**src/rtl/nibble_serial_sub.sv**
```systemverilog
// Nibble-serial a - b - bin sequencer around one 4-bit subtractor.
// LSB nibble first, borrow chained through a register.
module fullhalfsub_4b (
  input  logic [3:0] a,
  input  logic [3:0] b,
  input  logic       cin,
  output logic [3:0] d,
  output logic       bout
);

  logic [4:0] t;

  // Bit 4 of the 5-bit difference is set exactly when a < b + cin.
  assign t    = {1'b0, a} - {1'b0, b} - {4'b0, cin};
  assign d    = t[3:0];
  assign bout = t[4];

endmodule

module nibble_serial_sub #(
  parameter  int NIBBLES = 4,
  localparam int W       = 4 * NIBBLES,
  localparam int IW      = (NIBBLES > 1) ? $clog2(NIBBLES) : 1
) (
  input  logic         clk,
  input  logic         rst_n,
  input  logic         start,
  input  logic [W-1:0] a,
  input  logic [W-1:0] b,
  input  logic         bin,
  output logic         busy,
  output logic         done,
  output logic [W-1:0] diff,
  output logic         bout,
  output logic         zero
);

  typedef enum logic [1:0] {
    S_IDLE,
    S_RUN,
    S_DONE
  } state_t;

  state_t        state;
  state_t        state_nxt;
  logic [W-1:0]  op_a;
  logic [W-1:0]  op_b;
  logic          borrow_r;
  logic [IW-1:0] idx;
  logic          accept;
  logic          step;
  logic          last;
  logic [3:0]    sa;
  logic [3:0]    sb_in;
  logic [3:0]    sd;
  logic          sbo;
  logic [W-1:0]  diff_upd;

  assign last  = (idx == IW'(NIBBLES - 1));
  assign sa    = op_a[4*idx +: 4];
  assign sb_in = op_b[4*idx +: 4];

  fullhalfsub_4b u_sub (
    .a    (sa),
    .b    (sb_in),
    .cin  (borrow_r),
    .d    (sd),
    .bout (sbo)
  );

  always_comb begin
    diff_upd             = diff;
    diff_upd[4*idx +: 4] = sd;
  end

  always_comb begin
    state_nxt = state;
    accept    = 1'b0;
    step      = 1'b0;
    case (state)
      S_IDLE: begin
        if (start) begin
          accept    = 1'b1;
          state_nxt = S_RUN;
        end
      end
      S_RUN: begin
        step = 1'b1;
        if (last) state_nxt = S_DONE;
      end
      S_DONE: begin
        // Back-to-back start is taken in the done cycle itself.
        if (start) begin
          accept    = 1'b1;
          state_nxt = S_RUN;
        end else begin
          state_nxt = S_IDLE;
        end
      end
      default: state_nxt = S_IDLE;
    endcase
  end

  always_ff @(posedge clk or negedge rst_n) begin
    if (!rst_n) begin
      state    <= S_IDLE;
      op_a     <= '0;
      op_b     <= '0;
      borrow_r <= 1'b0;
      idx      <= '0;
      diff     <= '0;
      bout     <= 1'b0;
      zero     <= 1'b0;
      busy     <= 1'b0;
      done     <= 1'b0;
    end else begin
      state <= state_nxt;
      if (accept) begin
        op_a     <= a;
        op_b     <= b;
        borrow_r <= bin;
        idx      <= '0;
        diff     <= '0;
        bout     <= 1'b0;
        zero     <= 1'b0;
        busy     <= 1'b1;
        done     <= 1'b0;
      end else if (step) begin
        diff     <= diff_upd;
        borrow_r <= sbo;
        if (last) begin
          busy <= 1'b0;
          done <= 1'b1;
          bout <= sbo;
          zero <= (diff_upd == '0);
        end else begin
          idx <= idx + IW'(1);
        end
      end else begin
        done <= 1'b0;
      end
    end
  end

endmodule
```
**config.mk**
```make
export PLATFORM = sky130hd
export DESIGN_NAME = nibble_serial_sub
export DESIGN_NICKNAME = d
export VERILOG_FILES = /design/src/rtl/nibble_serial_sub.sv
export SDC_FILE = /design/constraint.sdc
export NUM_CORES = 1
export LEC_CHECK = 0
export CORE_ASPECT_RATIO = 1.1
export CORE_MARGIN = 2
export CORE_UTILIZATION = 53
export CTS_BUF_LIST = sky130_fd_sc_hd__clkbuf_8
export CTS_CLUSTER_DIAMETER = 150
export DETAILED_ROUTE_END_ITERATION = 7
export PLACE_DENSITY = 0.9
export SYNTH_ARGS = -nofsm -noshare
export SYNTH_HDL_FRONTEND = slang
export SYNTH_SLANG_ARGS = --single-unit
```
**constraint.sdc**
```tcl
create_clock -name clk -period 3.1 [get_ports clk]
set_input_delay 0.31 -clock clk [delete_from_list [all_inputs] [get_ports clk]]
set_output_delay 0.31 -clock clk [all_outputs]
set_load 0.02 [all_outputs]
```
# After elaboration in Yosys (flattened, before gate mapping)
# Cells that the tools add are included.
dict set report op_classes {
  n_addsub 4
  eq_ne 7
  n_shift 4
  muxes 27
  reduce_logical 8
}
# op count
set op_table {}
lappend op_table {{4-bit negation with 34-bit output} 1}
lappend op_table {{4-bit by 34-bit variable shift with 16-bit output (first input constant)} 1}
lappend op_table {{4-bit by 34-bit indexed part select with 16-bit output} 1}
lappend op_table {{16-bit two-way mux} 2}
lappend op_table {{16-bit by 5-bit indexed part select with 4-bit output} 2}
lappend op_table {{1-bit two-way mux} 18}
lappend op_table {{16-bit bitwise mux} 1}
lappend op_table {{16-bit logical NOT} 1}
lappend op_table {{2-bit two-way mux} 5}
lappend op_table {{2-bit != test (second input constant)} 3}
lappend op_table {{2-bit one-hot mux with 3 select lines} 1}
lappend op_table {{2-bit AND reduction} 3}
lappend op_table {{4-bit by 4-bit subtractor with 5-bit output} 1}
lappend op_table {{5-bit by 1-bit subtractor with 5-bit output} 1}
lappend op_table {{2-bit == test (second input constant)} 2}
lappend op_table {{2-bit nonzero test} 2}
lappend op_table {{3-bit by 2-bit != test with 1-bit output (second input constant)} 1}
lappend op_table {{2-bit by 1-bit adder with 2-bit output (second input constant)} 1}
lappend op_table {{2-bit by 1-bit == test with 1-bit output (second input constant)} 1}
lappend op_table {{2-bit logical NOT} 1}
lappend op_table {{2-bit OR reduction} 1}
dict set report totals {
  ff_bits 57
  inputBits 36
  output_inout_bits 20
}

# Logic depth before layout (Yosys ltp)
dict set report depth {
  depth_word 9
  depth_mapped 10
}

# Modules after synthesis
# From an unflattened synthesis, not the netlist that was laid out.
dict set report unflattened {
  cells_unflattened 286
  area_unflattened_um2 2842.7
}
# module n_inst cells_per_inst area_per_inst_um2
set by_module_without_submodules {}
lappend by_module_without_submodules {nibble_serial_sub 1 262 2635.0}
lappend by_module_without_submodules {fullhalfsub_4b 1 24 207.7}

# Worst setup path before layout
# OpenSTA, ideal clock, no wires.
dict set report synth_timing {
  kind {register -> register}
  start {reg idx[0]}
  end {reg zero}
  arrival_time_ps 2646
  required_ps 3008
  slack_ps 363
  path_stages_with_launch 9
  path_buffers 1
  cell_sequence {dfrtp_1 buf_4 mux4_2 fa_1 fa_1 xor2_1 o32ai_1 o21ai_0 o31ai_2}
}
dict set report synth_between {
  elab_chain_len 9
  word_cells_on_any_way 15
}
# item line_no
set synth_rtl {}
lappend synth_rtl {{start: declaration} 49} ;# logic [IW-1:0] idx;
lappend synth_rtl {{start signal: assignment} 137} ;# idx <= idx + IW'(1);
lappend synth_rtl {{16-bit by 5-bit indexed part select with 4-bit output (on tied branches)} {60, 61}}
lappend synth_rtl {{4-bit by 4-bit subtractor with 5-bit output} 14} ;# assign t = {1'b0, a} - {1'b0, b} - {4'b0, cin};
lappend synth_rtl {{5-bit by 1-bit subtractor with 5-bit output} 14}
lappend synth_rtl {{4-bit by 34-bit indexed part select with 16-bit output} 73} ;# diff_upd[4*idx +: 4] = sd;
lappend synth_rtl {{16-bit bitwise mux} 73}
lappend synth_rtl {{16-bit logical NOT} 135} ;# zero <= (diff_upd == '0);
lappend synth_rtl {{1-bit two-way mux} 131} ;# if (last) begin
lappend synth_rtl {{1-bit two-way mux} 128} ;# end else if (step) begin
lappend synth_rtl {{1-bit two-way mux} 118} ;# if (accept) begin
lappend synth_rtl {{end signal: assignment} 135}
lappend synth_rtl {{end: declaration} 35} ;# output logic zero
# Parallel ways exist; a longest one is shown, timed or not. The select of a mux whose other input is x is not followed.
# A chain may end at the register's enable or synchronous reset.

# Final worst setup path
# Same ends and word-level chain as after synthesis.

==> results.yml <==
worst_setup_path:
  critPathArrivalTime_ps: 2940
  cp.required_ps: 3350
  slowest_delay_ps: 450
  setup.worst_path.end_class: "flip-flop"
  critical_path.startpoint_type: "flip-flop"
  cpMaxStageDelayCell: "fa_1"
  crit_fanout: 13
  criticalPathCategory: "flip-flop to flip-flop"
  cp_common_cell: "fa_1"
  path_cells: "buf_4 -> mux4_2 -> inv_1 -> fa_1 -> fa_1 -> xor2_1 -> o32ai_1 -> o21ai_0 -> o31ai_2"
clock_tree:
  cts-root-buf: "clkbuf_8"
  postCtsHoldBufs: 0
  cts_setup_buffers: 0
  clk_latency_ps: 340
  cts.path.max_buffers: 2
  clk_pin_slew_ps: 60
  cts_sinks: 57
  h-tree-depth: 3
  cts_tree: "built"
  cts_buffers: 9
  post_cts_resize_count: 0
grt:
  grt_pass1_wl_mm: 10.23
  grt_antenna_before_repair: 0
  grt_max_degree: 43
  groute.usage.overall_pct: 22.98
  overflow: 0
  grt_pass1_vias: 2273
yosys:
  synth_compound_area_share_pct: 9.854
  synth-simple-area-share_pct: 20.68
  synth_mux_area_share_pct: 6.982
  synth_seq_area_share_pct: 50.38
  synth_xor_area_share_pct: 1.237
  ys_seq_elements: 57
  syn_area_per_cell_um2: 9.866
  yosys.area_share.adder_pct: 5.833
  syn_inst: 287
  ys_warn_count: 0
  synth_top_family_by_area: "simple AND/OR/NAND/NOR gates"
  async_flop_share_pct: 100.0
  ys.flop_type: "dfrtp_1"
  synth_area_um2: 2831
  yosysUniqueCellTypes: 39
  syn_nets: 335
  synth-edff-count: 0
floorplanning:
  design.die.area_um2: 5944
  die_h_um: 80.66
  start_util_pct: 55.88
  die_w_um: 73.69
  io_pins: 56
  core_area_um2: 5067
  row_count: 27
sta:
  rsz0062_at_grt: "no"
  worst_hold_slack_ps: 45.20
  finalCritPeriodShare_pct: 86.84
  fin_skew_ps: 7.180
  finalHoldViolCount: 0
  drv_slew: 0
  tns_ps: 0
  slew_headroom_pct: 39.08
  fmax_mhz: 371.5
  period_minus_slack_ps: 2692
  setup_viol: 0
  max_slew.worst_pin.slew_ps: 913.8
placement:
  post_dp_cell_area_um2: 3415
  numPortBuffers: 55
  place_congestion: 0.8416
  post-dp-hpwl_mm: 4.433
pwr:
  irDropWorstVdd_v: 0.0006907
  leakage_nw: 1.747
  power_density_nw_per_um2: 1230
routing:
  drt-pass1-iter-count: 5
  viasPerCell: 5.569
  num_vias: 2261
  ant_nets: 0
  drtIter0Drc: 147
  routedWlPerCell_um: 15.14
  drc: 0
  drt-total-wl_mm: 6.148
cells_and_area:
  final_cell_mix: "109 x nand2_1, 57 x dfrtp_1, 54 x clkdlybuf4s50_1"
  final_common_cell: "nand2_1"
  area_growth_pct: 27.93
  nNetsFinal: 391
  fin_area_um2: 3622
  antennaDiodeCount: 0
  final_core_util_pct: 71.48
  layout-drive-gt1-share_pct: 9.483
min_path:
  hold_path_class: "input pin to async pin"
run:
  cap_violations: 0
outcome:
  status: "completed"
[Yosys cell counts (3+ instances only)]
cell type / count / area (um^2)
inv_1: 14 / 52.55
nand3_1: 3 / 15.01
dfrtp_1: 57 / 1426
a32o_1: 8 / 80.08
nand2_1: 109 / 409.1
o31ai_1: 3 / 22.52
nor2b_1: 3 / 18.77
mux2i_1: 4 / 40.04
buf_2: 3 / 15.01
nor2_1: 4 / 15.01
a21oi_1: 7 / 35.03
o21ai_1: 4 / 20.02
a22o_1: 4 / 35.03
clkbuf_1: 8 / 30.03
ha_1: 10 / 125.1
nand2b_1: 6 / 37.54
mux4_2: 7 / 157.7
xnor2_1: 3 / 26.28
[area by class of cell]
| type | count | area [um^2] |
|---|---|---|
| repair buffers | 62 | 598.1 |
| well taps | 58 | 72.57 |
| clock buffers | 12 | 165.2 |
| clock inverters | 4 | 42.54 |
| inverters | 14 | 52.55 |
| fillers | 362 | 1445 |
| flip-flops and latches | 57 | 1426 |
| multi-input cells | 199 | 1265 |
[through the flow]
stage                     setup slack, ps  power, W  cells
after floorplan                     362.5  0.003009    287
after global placement              525.1  0.003628    390
after detailed placement            446.7  0.003733    390
after CTS                           420.7  0.004457    406
after global routing                289.2  0.004747    406
final                               407.9  0.004456    406
[power breakdown]
group | total, W | switching [W] | internal (W)
combinational | 0.00246 | 0.00137 | 0.00109
clock | 0.000717 | 0.000287 | 0.000430
sequential | 0.00128 | 0.000212 | 0.00107
[path summary, 6_finish.rpt]
kind,end,cells past startpoint,slack [ps],start
min,op_b[0],1,50,rst_n
min reg2reg,op_a[12],2,480,op_a[12]
max in group asynchronous,diff[15],2,2280,rst_n
max reg2reg,zero,9,410,idx[0]
min in group clk,op_a[12],2,480,op_a[12]
max,zero,9,410,idx[0]
[state kept, by name (all words and copies together), names as in the netlist]
name,cells
state,2
borrow_r,1
bout,1
busy,1
diff,16
idx,2
op_a,16
op_b,16
done,1
zero,1
[critical path, delay by kind of cell, from the launching register on]
kind	cells	cell delay, ps
adders and majority gates	2	890
buffers and inverters	2	260
AOI/OAI and AO/OA	3	510
muxes	1	340
xor gates and xnor gates	1	200
DFF	1	410
[kinds of logic (layout without fill, tap and decap cells)]
logic type | Yosys count | after routing
multiplexers | 11 | 11
flip-flops | 57 | 57
adder cells (fa/ha/maj) | 12 | 12
buffers and inverters | 31 | 92
AO/OA/AOI/OAI | 36 | 36
XOR/XNOR | 4 | 4
AND/OR/NAND/NOR | 136 | 136
[layer usage]
layer  track usage [%]  vias up  share of wire [%]
met5                 0        -                  0
met4             7.636        0               0.54
met3             7.152        3                5.5
met2             38.57       78                 53
met1             27.85     1101                 40
li1                  -     1079                  -
Note: power is estimated with default switching activity, not from simulation.
==> patch 1 (same flow settings) <==
The 3 states of `state_t` get a one-hot encoding in 3 bits.
--- a/src/rtl/nibble_serial_sub.sv
+++ b/src/rtl/nibble_serial_sub.sv
@@ -35,10 +35,10 @@
   output logic         zero
 );
 
-  typedef enum logic [1:0] {
-    S_IDLE,
-    S_RUN,
-    S_DONE
+  typedef enum logic [2:0] {
+    S_IDLE = 3'b001,
+    S_RUN  = 3'b010,
+    S_DONE = 3'b100
   } state_t;
 
   state_t        state;
Formal check against the unedited RTL: same outputs for any inputs over 10 cycles, from zero or initial values and one cycle with rst_n low; not proved beyond that.
==> patch 1 against the original RTL <==
  * Routed wire length shrank 9.6%
  * Power fell by 16%
  * Critical path depth down 1
  * Sequential cell count is 1 higher
  * Synthesized cell count decreased by 27%
  * Area after synthesis shrank 1.7%
  * Setup slack got worse by 150 ps
  * Final area decreased by 1.1%
  * Non-clock buffer count down 3
  * Clock power down 13%
  * Critical path type unchanged
==> patch 1: results (changes against the original RTL) <==
Status -> finished, final reports clean (unchanged)
Total GRT Usage -> 21.7% (was 23.0%)
Layout Cells excl Fill -> 335 (was 406)
Lkg Pwr -> 1.52 nW (was 1.75 nW)
Critical Path Slowest Stage Cell -> mux4_2 (was fa_1)
NonClk Buf Share -> 16.1% (was 16.5%)
Number of multi-input logic gates -> 133 (was 199)
Dpl cells -> 319 (was 390)
Combinational power share -> 51.2% (was 55.1%)
1st-pass router iterations -> 4 (was 5)
R2r endpoint -> bout (was zero)
Area share of xor/xnor cells in the synthesized design -> 1.57% (was 1.24%)
Max incr delay on CP -> 550 ps (was 450 ps)
Leading post-synthesis cells by cell area -> dfrtp_1, mux2_2, mux4_2 (was dfrtp_1, nand2_1, mux4_2)
Sequential cells -> 58 (was 57)
Largest net degree at the start of global routing -> 44 (was 43)
R2R setup slack -> 260 ps (was 410 ps)
Reg area -> 1450 um2 (was 1430 um2)
Layout cells sized above 1 -> 23.1% (was 9.48%)
Compound-Gate Fraction of Synth Area -> 9.98% (was 9.85%)
Psw -> 1.45 mW (was 1.87 mW)
Hpwl dp -> 4.06 mm (was 4.43 mm)
Peak VDD IR -> 0.694 mV (was 0.691 mV)
Worst hold slack -> 99.7 ps (was 45.2 ps)
Relative slew slack -> 39.6% (was 39.1%)
Crit path max fanout -> 5 (was 13)
patch 1: cell types whose count changed in the layout (fill, tap and decap cells not counted), moves of 3 or more:
cell and change:
a22o_1 +11, a32o_1 -8, nor2_1 +5, inv_1 -3, nand2_1 -104, mux2_2 +33
mux2i_1 -3, o22ai_1 +4, buf_4 -3, o21ai_1 -4, o31ai_1 -3
patch 1: worst max-delay path by stage:
stage / end / slack, ps
after floorplan: borrow_r / 60
after global placement: borrow_r / 320
after detailed placement: borrow_r / 240
after CTS: borrow_r / 240
after global routing: zero / 80
final: bout / 260
patch 1: layer usage:
metal | part of all wire, % | up-vias | wire (um) | global-route usage (%)
met5 | 0 | - | 0 | 0
met2 | 50 | 74 | 2770 | 34.5
met1 | 43 | 981 | 2390 | 27.7
met4 | 2.1 | 0 | 117 | 11.3
li1 | - | 898 | - | -
met3 | 5.0 | 11 | 276 | 4.67
==> patch 2 (same flow settings) <==
Without the edit above. `NIBBLES`: 4 -> 8.
--- a/src/rtl/nibble_serial_sub.sv
+++ b/src/rtl/nibble_serial_sub.sv
@@ -18,7 +18,7 @@
 endmodule
 
 module nibble_serial_sub #(
-  parameter  int NIBBLES = 4,
+  parameter  int NIBBLES = 8,
   localparam int W       = 4 * NIBBLES,
   localparam int IW      = (NIBBLES > 1) ? $clog2(NIBBLES) : 1
 ) (
Interface: changed (resized a, b and diff); port bits go from 56 to 104. No check against the original RTL was run, so the function may have changed too.
==> patch 2 against the original RTL <==
  * Die area rose by 76%
  * Final cell count is 95% higher
  * Clock power up 11%
  * Routed wire length up 110%
  * Combinational power grew 150%
  * Final area up 86%
  * The flow now finishes with violations (negative hold slack, negative setup slack)
  * Power rose by 110%
  * Area after synthesis grew 81%
  * Sequential cell count is 49 higher
  * First-iteration DRC count rose by 76%
  * Count of clock-buffer cells in the layout decreased by 3
  * Critical endpoint is now diff[19]
  * Sequential power is 85% higher
  * Setup slack got worse by 440 ps
  * Largest power group unchanged
==> patch 2: results (changes against the original RTL) <==
Setup ws final -> -29.5 ps (was 408 ps)
Crit path max fanout -> 7 (was 13)
Tap cells -> 117 (was 58)
Placer Congestion -> 0.940 (was 0.842)
Hpwl dp -> 9.74 mm (was 4.43 mm)
Relative slew slack -> 48.3% (was 39.1%)
Vias in the first global route -> 4416 (was 2273)
Worst hold slack -> -9.79 ps (was 45.2 ps)
CTS resizes -> 6 (was 0)
Status -> complete, but fails checks (was finished, final reports clean)
Seq area share -> 39.4% (about the same)
Peak VDD IR -> 0.722 mV (was 0.691 mV)
Top flop regs -> diff (32), op_a (32), op_b (32) (was diff (16), op_a (16), op_b (16))
Failing checks -> negative hold slack, negative setup slack
WP data arrival -> 3440 ps (was 2940 ps)
Distinct cell type count after synthesis -> 50 (was 39)
Post-synthesis adder-cell area fraction -> 2.74% (was 5.83%)
DR vias -> 4416 (was 2261)
Syn Nets -> 629 (was 335)
Number of multi-input logic gates -> 401 (was 199)
Post-Route Skew -> 9.97 ps (was 7.18 ps)
Grt met3 use -> 4.43% (was 7.15%)
Final Hold Fails -> 4 (was 0)
# port buffers -> 103 (was 55)
Final setup viols -> 8 (was 0)
Clock Latency Late Sink -> 380 ps (was 340 ps)
M1 WL -> 5.29 mm (was 2.49 mm)
CTS clk-pin slew, worst paths -> 110 ps (was 60 ps)
Layout cells sized above 1 -> 14.9% (was 9.48%)
## patch 2: changes by cell type in the layout (fill, tap and decap cells not counted), moves of 4 or more
cell	unedited run	this run
a21oi_1	7	2
a22o_1	4	0
a32o_1	8	1
buf_4	7	27
clkdlybuf4s50_1	54	102
dfrtp_1	57	106
ha_1	10	6
mux4_2	7	16
nand2_1	109	241
nand3_1	3	9
nor2_1	4	16
o21ai_0	2	29
o21ai_1	4	0
o21ai_2	0	7
## patch 2: stage by stage
stage / cells / util (%) / setup slack (ps)
finish: 790 / 71.7 / -29.5
detailed placement: 770 / 68.3 / -62.8
global route: 790 / 71.7 / -198
CTS: 786 / 70.5 / 0.156
global placement: 770 / 68.3 / 17.3
floorplan: 551 / - / -79.2
## patch 2: power groups by stage
stage	logic (mW)	clock network, mW	registers, mW
after floorplan	3.41	0	2.42
after global placement	5.09	0	2.36
after detailed placement	5.26	0	2.39
after CTS	5.44	0.804	2.36
after global routing	6.62	0.862	2.43
final	6.08	0.793	2.37
